`config.mk`:
```
export PLATFORM = sky130hd
export DESIGN_NAME = ide_bus_ctrl
export DESIGN_NICKNAME = d
export VERILOG_FILES = /design/src/rtl/ide_bus_ctrl.sv
export SDC_FILE = /design/constraint.sdc
export NUM_CORES = 1
export LEC_CHECK = 0
export CAP_MARGIN = 30
export CORE_MARGIN = 2
export CORE_UTILIZATION = 50
export DETAILED_ROUTE_END_ITERATION = 7
export MAX_ROUTING_LAYER = met4
export PLACE_DENSITY = 0.84
export SETUP_SLACK_MARGIN = 0.1
export SYNTH_ARGS = -nofsm -noshare
export SYNTH_HDL_FRONTEND = slang
export SYNTH_SLANG_ARGS = --single-unit
```
`constraint.sdc`:
```
create_clock -name CLK -period 2.8 [get_ports CLK]
set_input_delay 0.56 -clock CLK [delete_from_list [all_inputs] [get_ports CLK]]
set_output_delay 0.56 -clock CLK [all_outputs]
set_load 0.01 [all_outputs]
```
`src/rtl/ide_bus_ctrl.sv`:
```
// ide_bus_ctrl: turns 68000 bus cycles in the autoconfigured IDE window into
// timed ATA PIO cycles (CS/IOR/IOW) or boot-ROM reads, and returns dtack.
// The optional IORDY strobe extension is compiled in when IDE_IORDY_EN is
// defined. Without it, IORDY is ignored and each strobe lasts exactly
// STROBE_CYC cycles.
module ide_bus_ctrl #(
  parameter int SETUP_CYC     = 1,
  parameter int STROBE_CYC    = 3,
  parameter int HOLD_CYC      = 1,
  parameter int ROM_CYC       = 2,
  parameter int IORDY_TIMEOUT = 64
) (
  input  logic        CLK,
  input  logic        RESET,
  input  logic [16:1] ADDR,
  input  logic        AS_n,
  input  logic        UDS_n,
  input  logic        LDS_n,
  input  logic        RW,
  input  logic        ide_access,
  input  logic        IORDY,
  output logic        IDE_CS0_n,
  output logic        IDE_CS1_n,
  output logic        IDE_IOR_n,
  output logic        IDE_IOW_n,
  output logic [2:0]  IDE_A,
  output logic        ROM_CE_n,
  output logic        BUF_OE_n,
  output logic        BUF_DIR,
  output logic        dtack
);

  typedef enum logic [2:0] {
    S_IDLE,
    S_ROM,
    S_SETUP,
    S_STROBE,
    S_HOLD,
    S_ACK
  } state_t;

  // Phase counters count down to zero. A programmed length of 0 behaves as 1.
  function automatic logic [3:0] phase_load(input logic [3:0] n);
    return (n == 4'd0) ? 4'd0 : (n - 4'd1);
  endfunction

  localparam logic [3:0] SETUP_LD  = phase_load(4'(SETUP_CYC));
  localparam logic [3:0] STROBE_LD = phase_load(4'(STROBE_CYC));
  localparam logic [3:0] HOLD_LD   = phase_load(4'(HOLD_CYC));
  localparam logic [3:0] ROM_LD    = phase_load(4'(ROM_CYC));

  state_t     state;
  logic [3:0] cnt;
  logic       aborted;
  logic       start_c;
  logic       strobe_wait;

  // Only ADDR[16], ADDR[12] and ADDR[11:9] take part in the decode.
  logic unused_addr;
  assign unused_addr = ^{ADDR[15:13], ADDR[8:1]};

  assign start_c = ide_access && !AS_n && (!UDS_n || !LDS_n);

`ifdef IDE_IORDY_EN
  localparam int TW = (IORDY_TIMEOUT < 1) ? 1 : $clog2(IORDY_TIMEOUT + 1);
  localparam logic [TW-1:0] TMO_V = TW'(IORDY_TIMEOUT);

  logic [TW-1:0] ext_cnt;

  // Keep the strobe asserted while the drive holds IORDY low, up to the timeout.
  assign strobe_wait = !IORDY && (ext_cnt < TMO_V);

  // Extra strobe cycles consumed in the current STROBE phase.
  always_ff @(posedge CLK) begin
    if (RESET || state != S_STROBE)
      ext_cnt <= '0;
    else if (cnt == 4'd0 && strobe_wait && !AS_n)
      ext_cnt <= ext_cnt + TW'(1);
  end
`else
  localparam int unused_timeout = IORDY_TIMEOUT;
  logic unused_iordy;
  assign unused_iordy = IORDY;
  assign strobe_wait  = 1'b0;
`endif

  // Bus-cycle sequencer; every output is a register updated here.
  always_ff @(posedge CLK) begin
    if (RESET) begin
      state     <= S_IDLE;
      cnt       <= 4'd0;
      aborted   <= 1'b0;
      IDE_CS0_n <= 1'b1;
      IDE_CS1_n <= 1'b1;
      IDE_IOR_n <= 1'b1;
      IDE_IOW_n <= 1'b1;
      IDE_A     <= 3'd0;
      ROM_CE_n  <= 1'b1;
      BUF_OE_n  <= 1'b1;
      BUF_DIR   <= 1'b0;
      dtack     <= 1'b0;
    end else begin
      case (state)
        S_IDLE: begin
          if (start_c) begin
            BUF_DIR  <= RW;
            BUF_OE_n <= 1'b0;
            aborted  <= 1'b0;
            if (ADDR[16]) begin
              IDE_A     <= ADDR[11:9];
              IDE_CS0_n <= ADDR[12];
              IDE_CS1_n <= !ADDR[12];
              cnt       <= SETUP_LD;
              state     <= S_SETUP;
            end else begin
              // ROM writes only acknowledge; the ROM is never enabled.
              ROM_CE_n <= !RW;
              cnt      <= RW ? ROM_LD : 4'd0;
              state    <= S_ROM;
            end
          end
        end

        S_ROM: begin
          if (AS_n) begin
            ROM_CE_n <= 1'b1;
            aborted  <= 1'b1;
            cnt      <= 4'd0;
            state    <= S_HOLD;
          end else if (cnt == 4'd0) begin
            ROM_CE_n <= 1'b1;
            dtack    <= 1'b1;
            state    <= S_ACK;
          end else begin
            cnt <= cnt - 4'd1;
          end
        end

        S_SETUP: begin
          if (AS_n) begin
            aborted <= 1'b1;
            cnt     <= 4'd0;
            state   <= S_HOLD;
          end else if (cnt == 4'd0) begin
            IDE_IOR_n <= !BUF_DIR;
            IDE_IOW_n <= BUF_DIR;
            cnt       <= STROBE_LD;
            state     <= S_STROBE;
          end else begin
            cnt <= cnt - 4'd1;
          end
        end

        S_STROBE: begin
          if (AS_n) begin
            IDE_IOR_n <= 1'b1;
            IDE_IOW_n <= 1'b1;
            aborted   <= 1'b1;
            cnt       <= 4'd0;
            state     <= S_HOLD;
          end else if (cnt == 4'd0) begin
            if (!strobe_wait) begin
              IDE_IOR_n <= 1'b1;
              IDE_IOW_n <= 1'b1;
              cnt       <= HOLD_LD;
              state     <= S_HOLD;
            end
          end else begin
            cnt <= cnt - 4'd1;
          end
        end

        S_HOLD: begin
          if (AS_n && !aborted) begin
            // Late abort: one more HOLD cycle with CS held, then back to IDLE.
            aborted <= 1'b1;
            cnt     <= 4'd0;
          end else if (cnt == 4'd0) begin
            IDE_CS0_n <= 1'b1;
            IDE_CS1_n <= 1'b1;
            if (aborted) begin
              BUF_OE_n <= 1'b1;
              aborted  <= 1'b0;
              state    <= S_IDLE;
            end else begin
              dtack <= 1'b1;
              state <= S_ACK;
            end
          end else begin
            cnt <= cnt - 4'd1;
          end
        end

        S_ACK: begin
          if (AS_n) begin
            dtack    <= 1'b0;
            BUF_OE_n <= 1'b1;
            state    <= S_IDLE;
          end
        end

        default: state <= S_IDLE;
      endcase
    end
  end

endmodule
```
Word-level counts from Yosys, hierarchy flattened --
Cells that the tools add are included.
Operators by class: add/subtract/negate cells 1, equal/unequal tests 22, mux-type cells 57, reduce and logical (&&, ||, !) cells 31
Operators with widths (count):
- $mux 3 | 11
- $mux 4 | 8
- $mux 1 | 27
- $ne 2x2->1 const B | 12
- $pmux 4 s5 | 1
- $pmux 3 s6 | 1
- $reduce_and 7->1 | 2
- $ne 3x3->1 const B | 4
- $reduce_and 4->1 | 3
- $pmux 1 s2 | 5
- $pmux 1 s3 | 3
- $reduce_bool 3->1 | 3
- $logic_not 1->1 | 7
- $eq 3x2->1 const B | 2
- $eq 3x3->1 const B | 2
- $reduce_and 6->1 | 1
- $reduce_bool 2->1 | 3
- $reduce_and 5->1 | 1
- $reduce_bool 5->1 | 1
- $logic_not 4->1 | 1
- $reduce_and 2->1 | 2
- $sub 4x1->4 const B | 1
- $eq 3x1->1 const B | 1
- $logic_and 1x1->1 | 3
- other kinds (6) | 6
Storage, ports and cells: register bits 19, bits of input ports 24, output and inout bits 11, logic and storage cells 123

Depth between registers and ports, before layout --
word-level depth 5, depth in mapped cells 8, depth with buffers taken out 8

Worst setup path after synthesis --
OpenSTA, ideal clock, no wires.
path kind register to register, start point register cnt[0], end point register cnt[0], setup time 74 ps, arrival time 1749 ps, data required time 2726 ps, path slack 976 ps, stages on the path, launching flop included 8, path buffers 0, period minus slack after synthesis 1824 ps, cells stage by stage dfxtp_1 > inv_1 > ha_1 > nor3b_4 > inv_1 > ha_1 > or3_1 > a31oi_1
On the way: word-level cells in the longest chain between the ends 4, elaborated cells between the ends (all ways) 10, those cells by class add/sub: 1; mux: 8; reduce/logical: 1
RTL lines:
- start: declaration | RTL line 53 | logic [3:0] cnt;
- start signal: assignment | RTL line 118 | cnt <= RW ? ROM_LD : 4'd0;
- start signal: assignment | RTL line 135 | cnt <= cnt - 4'd1;
- start signal: assignment | RTL line 150 | cnt <= cnt - 4'd1;
- $sub 4x1->4 or $logic_not 4->1 (tied branches)
- $mux 4, on equally long branches (2 in series)
- $pmux 4 s5 * | RTL line 103 | case (state)
Every way passes the cells marked *; elsewhere a longest branch is shown, timed or not. A chain may end at the register's enable or synchronous reset.

Worst setup path in the final report --
Ends and elaborated chain as after synthesis.

==> impl_metrics.py <==
metrics = {
    "drt": {
        "viasPerCell": 6.22,
        "ant_nets": 0,
        "drc": 0,
        "drt_iter0_markers": 55,
        "wl_per_cell_microns": 16.1,
        "dr.pass1.iters": 4,
        "vias": 1182,
        "finalWirelength_mm": 3.05,
    },
    "critical_path": {
        "worstPathMaxFanout": 8,
        "cp-end-kind": "flop",
        "crit_type": "flop to flop",
        "cp.required_ps": 3030,
        "crit_arrival_ps": 2410,
        "cp-start-kind": "flop",
    },
    "timing": {
        "fin_ws_ps": 625,
        "finalClockSkew_ps": 4.19,
        "period_share_pct": 77.7,
        "finalMaxSlewViolations": 0,
        "setup_tns_ps": 0,
        "clock.fmax_mhz": 460,
        "grt_setup_unrepaired": "false",
        "min_period_ps": 2180,
        "relSlewSlack_pct": 44.4,
        "tightest_slew_ps": 832,
        "hold_viol_final": 0,
        "setup_violations": 0,
        "holdWs_ps": 478,
    },
    "floorplan": {
        "die_y_microns": 53.2,
        "dieArea_sq_um": 2830,
        "fp.dieW_microns": 53.2,
        "core-area_sq_um": 2250,
        "fp-row-count": 17,
        "initial_core_util_pct": 53.7,
        "io_pins": 35,
    },
    "synthesis": {
        "syn_area_per_cell_sq_um": 8.52,
        "synthTopCellsByArea": "dfxtp_1, mux2i_1, nand2b_1",
        "yosysUniqueCellTypes": 44,
        "synth_top_area_share_pct": 31.4,
        "ys_warn_count": 0,
        "syn_inst": 142,
        "yosysSeqAreaShare_pct": 31.4,
        "synth-seq-cells": 19,
        "synth_top_area_cell": "dfxtp_1",
        "syn_area_sq_um": 1210,
        "synth_nets": 168,
    },
    "power_and_ir_drop": {
        "switching_share_pct": 41.3,
        "pwr-share-clk_pct": 15.0,
        "vdd_drop_max_uv": 345,
        "internal-power_mw": 0.581,
        "p_leak_nw": 0.573,
        "pwr-share-comb_pct": 46.6,
        "seqPwrFrac_pct": 38.3,
        "switchingPower_mw": 0.409,
        "cellPowerDensity_nw_per_um2": 679,
    },
    "status": {
        "status": "completed",
    },
    "cts": {
        "htreeDepth": 1,
        "clkTransAtPathRegs_ps": 120,
        "cts_hold_buf": 0,
        "clk_latency_ps": 310,
        "cts-resized-gates": 0,
        "cts_setup_buffers": 0,
        "clkSinkCount": 19,
        "cts_tree": "done",
        "cts-root-buf": "clkbuf_4",
        "cts_max_path_buffers": 2,
        "numCtsBuffers": 3,
    },
    "final_layout": {
        "final_layout_size_suffix_gt1_share_pct": 7.41,
        "final_nets": 189,
        "final_cell_mix": "clkdlybuf4s50_1, dfxtp_1, nand2_1, a21oi_1, mux2i_1",
        "area_growth_pct": 20.6,
        "final_common_cell": "clkdlybuf4s50_1",
        "fin_cells": 190,
        "num-fill-cells": 206,
        "regArea_sq_um": 380,
        "design_area_sq_um": 1460,
        "diodes": 0,
        "multiInputGateArea_sq_um": 743,
    },
    "flow_run": {
        "cap_violations": 0,
    },
    "place": {
        "hpwlAfterDp_mm": 2.25,
        "place.gp.congestion": 0.944,
        "portBuffers": 22,
        "dp_slack_ps": 474,
        "postPlaceCellArea_sq_um": 1430,
        "dpl.cell_count": 186,
    },
    "min_path": {
        "hold_class": "flop to flop",
    },
    "grt": {
        "gr-total-overflow": 0,
        "grt_max_degree": 25,
        "antenna_found_initial": 0,
        "grt.total_usage_pct": 24.6,
        "grt_pass1_wl_mm": 4.95,
        "grt_pass1_vias": 1119,
    },
}
## logic make-up after synthesis
family,Yosys count,synth area share (%)
AOI/OAI and AO/OA,42,25.5
adders and majority gates,2,2.07
buffers and inverters,17,7.14
DFF,19,31.4
muxes,10,8.69
and+or+nand+nor,52,25.1
## stage by stage
| stage | utilization (%) | power [mW] |
|---|---|---|
| floorplan | - | 0.714 |
| global placement | 63.5 | 0.812 |
| detailed placement | 63.5 | 0.834 |
| CTS | 64.7 | 0.980 |
| global route | 64.7 | 1.05 |
| finish | 64.7 | 0.990 |
## cell usage after synthesis, drive strengths merged
library cell,instances
a2111oi,1
a211o,4
a211oi,2
a21bo,1
a21boi,2
a21o,3
a21oi,9
a221o,1
a221oi,4
a22o,1
a31oi,2
a32o,1
and2,1
buf,6
clkbuf,3
dfxtp,19
ha,2
inv,8
mux2,1
mux2i,9
nand2,9
nand2b,8
nand3,5
nand3b,2
nand4,1
nor2,8
nor3,5
nor3b,4
nor4b,2
o211ai,1
o21ai,3
o21bai,1
o22ai,1
o311a,1
o31ai,4
or2,1
or3,3
or3b,1
or4b,2
## metal layers
layer | GRT usage, % | routed length [microns] | vias up
li1 | - | - | 576
met1 | 30.6 | 1310 | 538
met2 | 39.6 | 1470 | 59
met3 | 2.82 | 208 | 9
met4 | 12.0 | 65 | 0
met5 | - | 0 | -
## sequential cells by signal, indices dropped and copies added (netlist names)
name	count
state	3
BUF_OE_n	1
IDE_IOR_n	1
BUF_DIR	1
IDE_CS0_n	1
cnt	4
dtack	1
ROM_CE_n	1
aborted	1
IDE_A	3
IDE_CS1_n	1
IDE_IOW_n	1
## path summary, 6_finish.rpt
| kind | from | end | slack, ps | cells after the start |
|---|---|---|---|---|
| min reg2reg | BUF_OE_n$_SDFFE_PP1P_ | BUF_OE_n$_SDFFE_PP1P_ | 480 | 1 |
| max | cnt[0]$_SDFFE_PP0P_ | cnt[0]$_SDFFE_PP0P_ | 620 | 7 |
| min | BUF_OE_n$_SDFFE_PP1P_ | BUF_OE_n$_SDFFE_PP1P_ | 480 | 1 |
| max reg2reg | cnt[0]$_SDFFE_PP0P_ | cnt[0]$_SDFFE_PP0P_ | 620 | 7 |
## final cells by class
type	instances	area share, %
Clock inverter	1	0.343
Timing Repair Buffer	25	16.6
Inverter	8	2.06
Multi-Input combinational cell	106	50.9
Clock buffer	3	1.54
Tap cell	28	2.40
Sequential cell	19	26.1
## power by group through the flow
stage                     registers (mW)  clock network [mW]  logic [mW]
after floorplan                    0.356                   0       0.358
after global placement             0.381                   0       0.430
after detailed placement           0.383                   0       0.450
after CTS                          0.377               0.149       0.455
after global routing               0.390               0.164       0.496
final                              0.379               0.149       0.462
## critical path, cell delays in order, from the launching register on
cell	delay, ps
dfxtp_1	360
inv_1	90
ha_1	200
nor3b_4	390
inv_1	240
ha_1	310
or3_1	350
a31oi_1	160
Note: power is estimated with default switching activity, not from simulation.
